==> src/rtl/div_seq.sv <==
// Multi-cycle 32-bit integer divider (DIV/DIVU) for the EX stage: restoring
// shift-subtract, one quotient bit per cycle, result held in END until start drops.
module div_seq #(
  parameter int DATA_W = 32
) (
  input  logic                  clk,
  input  logic                  rst,
  input  logic                  start_i,
  input  logic                  signed_i,
  input  logic [DATA_W-1:0]     opdata1_i,
  input  logic [DATA_W-1:0]     opdata2_i,
  input  logic                  annul_i,
  output logic [2*DATA_W-1:0]   result_o,
  output logic                  ready_o,
  output logic                  stall_req_o
);

  localparam int CNT_W = 6;
  localparam logic [CNT_W-1:0] LAST_STEP = CNT_W'(DATA_W - 1);

  typedef enum logic [1:0] {
    S_IDLE    = 2'd0,
    S_DIVZERO = 2'd1,
    S_ON      = 2'd2,
    S_END     = 2'd3
  } state_t;

  state_t                state_q, state_d;
  logic [CNT_W-1:0]      cnt_q, cnt_d;
  logic [2*DATA_W:0]     work_q, work_d;
  logic [DATA_W-1:0]     divisor_q, divisor_d;
  logic                  signed_q, signed_d;
  logic                  op1_neg_q, op1_neg_d;
  logic                  op2_neg_q, op2_neg_d;
  logic [2*DATA_W-1:0]   result_q, result_d;

  logic                  accept;
  logic [DATA_W:0]       shifted_hi;
  logic [DATA_W:0]       diff;
  logic [2*DATA_W:0]     step_next;
  logic                  neg_quot;
  logic                  neg_rem;

  function automatic logic [DATA_W-1:0] magnitude(input logic signed [DATA_W-1:0] v,
                                                   input logic is_signed);
    logic signed [DATA_W-1:0] neg_v;
    neg_v = -v;
    return (is_signed && v[DATA_W-1]) ? $unsigned(neg_v) : $unsigned(v);
  endfunction

  function automatic logic [DATA_W-1:0] apply_sign(input logic [DATA_W-1:0] v,
                                                    input logic neg);
    logic [DATA_W-1:0] twos;
    twos = ~v + 1'b1;
    return neg ? twos : v;
  endfunction

  assign accept = start_i && !annul_i;

  // Restoring step: shift left, trial-subtract divisor from the upper 33 bits.
  assign shifted_hi = work_q[2*DATA_W-1:DATA_W-1];
  assign diff       = shifted_hi - {1'b0, divisor_q};
  assign step_next  = diff[DATA_W] ? {shifted_hi, work_q[DATA_W-2:0], 1'b0}
                                   : {diff,       work_q[DATA_W-2:0], 1'b1};

  assign neg_quot = signed_q && (op1_neg_q ^ op2_neg_q);
  assign neg_rem  = signed_q && op1_neg_q;

  // FSM state register
  always_ff @(posedge clk or posedge rst) begin
    if (rst) state_q <= S_IDLE;
    else     state_q <= state_d;
  end

  // FSM next-state logic
  always_comb begin
    state_d = state_q;
    unique case (state_q)
      S_IDLE:    if (accept) state_d = (opdata2_i == '0) ? S_DIVZERO : S_ON;
      S_DIVZERO: state_d = annul_i ? S_IDLE : S_END;
      S_ON: begin
        if (annul_i)                 state_d = S_IDLE;
        else if (cnt_q == LAST_STEP) state_d = S_END;
      end
      S_END:     state_d = (annul_i || !start_i) ? S_IDLE : S_END;
      default:   state_d = S_IDLE;
    endcase
  end

  // FSM outputs; stall is masked during reset since start_i may already be high
  always_comb begin
    ready_o     = (state_q == S_END);
    result_o    = ready_o ? result_q : '0;
    stall_req_o = !rst && ((state_q == S_ON) || (state_q == S_DIVZERO) ||
                           ((state_q == S_IDLE) && accept));
  end

  // Datapath next-state
  always_comb begin
    cnt_d     = cnt_q;
    work_d    = work_q;
    divisor_d = divisor_q;
    signed_d  = signed_q;
    op1_neg_d = op1_neg_q;
    op2_neg_d = op2_neg_q;
    result_d  = result_q;
    unique case (state_q)
      S_IDLE: begin
        if (accept) begin
          signed_d  = signed_i;
          op1_neg_d = opdata1_i[DATA_W-1];
          op2_neg_d = opdata2_i[DATA_W-1];
          work_d    = {{(DATA_W+1){1'b0}}, magnitude(opdata1_i, signed_i)};
          divisor_d = magnitude(opdata2_i, signed_i);
          cnt_d     = '0;
          result_d  = '0;
        end
      end
      S_DIVZERO: result_d = '0;
      S_ON: begin
        work_d = step_next;
        cnt_d  = cnt_q + 1'b1;
        if (cnt_q == LAST_STEP)
          result_d = {apply_sign(step_next[2*DATA_W-1:DATA_W], neg_rem),
                      apply_sign(step_next[DATA_W-1:0], neg_quot)};
      end
      default: ;
    endcase
  end

  always_ff @(posedge clk or posedge rst) begin
    if (rst) begin
      cnt_q     <= '0;
      work_q    <= '0;
      divisor_q <= '0;
      signed_q  <= 1'b0;
      op1_neg_q <= 1'b0;
      op2_neg_q <= 1'b0;
      result_q  <= '0;
    end else begin
      cnt_q     <= cnt_d;
      work_q    <= work_d;
      divisor_q <= divisor_d;
      signed_q  <= signed_d;
      op1_neg_q <= op1_neg_d;
      op2_neg_q <= op2_neg_d;
      result_q  <= result_d;
    end
  end

endmodule

==> config.mk <==
export PLATFORM = sky130hd
export DESIGN_NAME = div_seq
export DESIGN_NICKNAME = d
export VERILOG_FILES = /design/src/rtl/div_seq.sv
export SDC_FILE = /design/constraint.sdc
export NUM_CORES = 1
export LEC_CHECK = 0
export ABC_AREA = 0
export ABC_CLOCK_PERIOD_IN_PS = 7200
export CORE_ASPECT_RATIO = 1.1
export CORE_MARGIN = 2
export CORE_UTILIZATION = 51
export DETAILED_ROUTE_END_ITERATION = 8
export PLACE_DENSITY = 0.8
export RECOVER_POWER = 100
export SLEW_MARGIN = 25
export SYNTH_ARGS = -nofsm -noshare
export SYNTH_HDL_FRONTEND = slang
export SYNTH_SLANG_ARGS = --single-unit
==> constraint.sdc <==
create_clock -name clk -period 7.2 [get_ports clk]
set_input_delay 1.8 -clock clk [delete_from_list [all_inputs] [get_ports clk]]
set_output_delay 1.8 -clock clk [all_outputs]
set_load 0.005 [all_outputs]
# Yosys cells after proc, flatten, opt, wreduce, memory -nomap -nowiden
# Cells that the tools add are included.
# Widths: inputs -> output; s select.
[op_classes]
addsub = 6
eq_ne = 7
muxes = 20
bitwise = 3
reduce_logical = 21
[op_table]
columns = ["op", "count"]
rows = [
  ["$mux 64", 5],
  ["$pmux 64 s3", 1],
  ["$mux 32", 4],
  ["$pmux 64 s2", 1],
  ["$add 32x1->32 const B", 2],
  ["$neg 32->32", 2],
  ["$not 32->32", 2],
  ["$sub 33x32->33", 1],
  ["$logic_not 32->1", 1],
  ["$mux 2", 6],
  ["$pmux 6 s2", 1],
  ["$pmux 2 s4", 1],
  ["$logic_and 1x1->1", 7],
  ["$add 6x1->6 const B", 1],
  ["$eq 6x5->1 const B", 1],
  ["$mux 6", 1],
  ["$reduce_and 2->1", 3],
  ["$eq 2x2->1 const B", 2],
  ["$ne 2x2->1 const B", 2],
  ["$logic_not 1->1", 3],
  ["$logic_or 1x1->1", 3],
  ["$ne 3x3->1 const B", 1],
  ["$reduce_and 3->1", 1],
  ["$reduce_bool 3->1", 1],
  ["other kinds (4)", 4],
]
[totals]
register_bits = 171
in_bits = 69
output_inout_bits = 66

# Logic depth before layout (Yosys ltp)
[depth]
word_depth = 7
ltp_mapped = 22

# Least setup slack after synthesis
# OpenSTA, ideal clock, no wires.
[synth_path]
kind = "input to output"
start = "input annul_i"
end = "output stall_req_o"
t_arrival_ns = 2.686
required_time_ns = 5.400
slack_ns = 2.714
stages = 4
path_cell_list = "nand3b_1 clkbuf_1 clkbuf_1 a21oi_1"
[synth_via]
elab_chain_len = 5
[synth_rtl]
columns = ["element", "line", "text"]
rows = [
  ["start: declaration", "12", "input logic annul_i,"],
  ["$logic_not 1->1", "58", "assign accept = start_i && !annul_i;"],
  ["$logic_and 1x1->1", "58", ""],
  ["$logic_and 1x1->1", "95", "((state_q == S_IDLE) && accept));"],
  ["$logic_or 1x1->1", "94", "stall_req_o = !rst && ((state_q == S_ON) || (state_q == S_DIVZERO) ||"],
  ["$logic_and 1x1->1", "94", ""],
  ["end: declaration", "15", "output logic stall_req_o"],
]
# No other way between the ends.

# Worst setup path in the final report
[layout_path]
start = "register work_q[31]"
end = "register result_q[50]"
[layout_via]
elab_chain_len = 7
[layout_rtl]
columns = ["element", "line", "text"]
rows = [
  ["start: declaration", "30", "logic [2*DATA_W:0] work_q, work_d;"],
  ["start signal: assignment", "142", "work_q <= work_d;"],
  ["$sub 33x32->33", "62", "assign diff = shifted_hi - {1'b0, divisor_q};"],
  ["$mux 64 *", "63", "assign step_next = diff[DATA_W] ? {shifted_hi, work_q[DATA_W-2:0], 1'b0}"],
  ["$not 32->32", "54", "twos = ~v + 1'b1;"],
  ["$add 32x1->32", "54", ""],
  ["$mux 32 *", "55", "return neg ? twos : v;"],
  ["$mux 64 *", "123", "if (cnt_q == LAST_STEP)"],
  ["$pmux 64 s3 *", "107", "unique case (state_q)"],
  ["end signal: assignment", "147", "result_q <= result_d;"],
  ["end: declaration", "35", "logic [2*DATA_W-1:0] result_q, result_d;"],
]
# Mark *: on every way between the ends. The rest lies on a longest branch, timed or not. The select of a mux whose other input is x is not followed.
# A chain may end at the register's enable or synchronous reset.

==> results.yml <==
layout:
  layout_commonest_cell: "nand2_1"
  antenna_cells: 0
  stdcell_area_mm2: 0.0145
  final_cell_mix: "nand2_1 (227), o21ai_0 (208), dfrtp_1 (171)"
  fin_nets: 1757
  multi_input_area_mm2: 0.00759
  layout-drive-gt1-share: 0.0386
  utilization: 0.608
  regArea_mm2: 0.00428
  area_delta_synth_final_pct: 16.3
  fillerInstances: 2114
  fin_cells: 1964
critical_path:
  cp_max_fo: 32
  cp.arrival_ps: 6020
  crit_required_ps: 7500
  ff2ff_setup_slack_ps: 1470
  worstRegToRegCells: 19
  critPathLaunch: "work_q[31]"
  criticalPathCategory: "flop to flop"
  reg2reg_to: "result_q[50]"
  r2r_start: "work_q[31]"
  cp-start-kind: "flop"
  end_kind: "flop"
sta:
  finalSetupViolations: 0
  worst_clock_skew_ps: 14.1
  final-hold-violation-count: 0
  final.min_clock_period_ps: 5730
  relSlewSlack: -0.704
  fmax_mhz: 175
  worstMarginPinSlew_ps: 2540
  min_period_over_period: 0.796
  fin_tns_setup_ps: 0
  rsz0062_at_grt: "false"
  slew_viol_final: 197
place:
  io_buffer_count: 134
  place_area_mm2: 0.0139
  dp_cells: 1932
  dp.final_hpwl_mm: 26.1
  gp_congestion: 0.951
clock_network:
  hold_buffers: 0
  clock-root-buffer: "clkbuf_16"
  cts_buffer_depth: 2
  insertion_delay_ps: 450
  numCtsBuffers: 17
  clk_pin_slew_ps: 70
  cts.sink_count: 171
  cts_max_level: 4
  cts-resized-gates: 0
  cts_setup_buffers: 0
  cts_tree: "built"
die:
  core_area_mm2: 0.0238
  start_util: 0.523
  die_y_um: 168
  rows: 59
  die_area_mm2: 0.0256
  io_pins: 135
  dieWidth_um: 153
synthesis:
  synth-seq-cells: 171
  synth_edf_count: 0
  synth_cell_types: 77
  synth_nets: 1677
  synthesis.area_mm2: 0.0124
  netlist_instances: 1566
  yosysSeqAreaShare: 0.344
  async_flop_share: 1.00
  yosysWarningCount: 0
  synth_flop_cell: "dfrtp_1"
  avgSynthCellArea_um2: 7.94
global_route:
  grt_pass1_vias: 10800
  antenna_found_initial: 0
  grt_max_degree: 71
  gr-total-overflow: 0
  grt_pass1_wl_mm: 55.7
  grt_usage: 0.266
hold_path:
  min_to: "result_q[35]"
  min_path_type: "flop to flop"
  whs_path_depth: 2
  worstHoldStart: "result_q[35]"
routing:
  wirelength_mm: 34.6
  drt-initial-drc-count: 940
  avgViaCountPerCell: 5.91
  firstDrtPassIters: 5
  vias: 11600
  wl_per_cell_um: 17.6
  antenna_left: 0
  drc: 0
run_status:
  violations: "capacitance limit, slew limit"
  outcome: "complete, but fails checks"
run:
  drv_cap: 3
## layout make-up
type                    instances  area share
well taps                     305      0.0264
inverters                      60      0.0157
clock inverters                15      0.0114
repair buffers                142      0.0961
flip-flops and latches        171       0.296
clock buffers                  17      0.0294
multi-input cells            1254       0.525
## cells in the mapped netlist (all sizes together), types with 7 or more instances
cell type / number / area share
nand4: 12 / 0.0065
ha: 41 / 0.041
or3: 17 / 0.0086
mux2i: 25 / 0.020
o31ai: 20 / 0.012
xor2: 72 / 0.051
nor3: 42 / 0.017
a21o: 13 / 0.0078
nor2b: 7 / 0.0035
nor4: 13 / 0.0065
inv: 60 / 0.018
and2: 78 / 0.039
nand3: 18 / 0.0072
clkbuf: 65 / 0.020
xnor2: 74 / 0.052
o21a: 8 / 0.0048
nand2b: 13 / 0.0065
dfrtp: 171 / 0.34
nand2: 229 / 0.069
a211oi: 10 / 0.0074
or2: 8 / 0.0040
o21ai: 210 / 0.085
buf: 16 / 0.0063
o211ai: 10 / 0.0068
a21oi: 119 / 0.048
a31oi: 10 / 0.0050
nor2: 105 / 0.032
or4: 11 / 0.0066
o41ai: 11 / 0.0077
## kinds of logic after synthesis
| logic type | Yosys count | share of synthesized area |
|---|---|---|
| adder cells (fa/ha/maj) | 42 | 0.0429 |
| flip-flops | 171 | 0.344 |
| AND/OR/NAND/NOR | 572 | 0.220 |
| multiplexers | 29 | 0.0241 |
| buffers and inverters | 141 | 0.0441 |
| AO/OA/AOI/OAI | 465 | 0.222 |
| XOR/XNOR | 146 | 0.103 |
## layer usage
layer,vias to the layer above,GRT usage,share of wire
li1,5645,-,-
met3,69,0.0378,0.061
met2,438,0.426,0.46
met1,5457,0.374,0.45
met5,-,0,0
met4,0,0.0870,0.027
## state kept, by name, indices dropped and copies added (netlist names)
name       cells
cnt_q          6
signed_q       1
work_q        64
result_q      64
state_q        2
op1_neg_q      1
op2_neg_q      1
divisor_q     32
## critical path: stages (launching register included)
cell      delay, ps
dfrtp_1         440
inv_1           110
ha_1            210
inv_1            60
fa_1            210
a211oi_1        130
o211ai_1        460
nand4_1         320
a211o_1         370
a211oi_1        410
inv_1           600
a21oi_1         490
ha_1            320
nand4b_1        140
nor2_1          240
a41o_1          300
nand2_1         140
o21ai_0         250
xnor2_1         240
o21ai_0         130
## through the flow
stage | hold WS, ps | setup slack [ps]
floorplan | 442 | 768
global placement | 453 | 1870
detailed placement | 463 | 1830
CTS | 479 | 2130
global route | 497 | 1090
finish | 473 | 1470
## worst max-delay path by stage
| stage | end | cells past startpoint |
|---|---|---|
| finish | result_q[50] | 19 |
| global route | result_q[61] | 16 |
| CTS | stall_req_o | 4 |
| detailed placement | work_q[29] | 10 |
| global placement | work_q[29] | 10 |
| floorplan | cnt_q[0] | 1 |
Power is not shown: default switching activity piles up to over one toggle a cycle in this logic, so the estimate is an artifact.
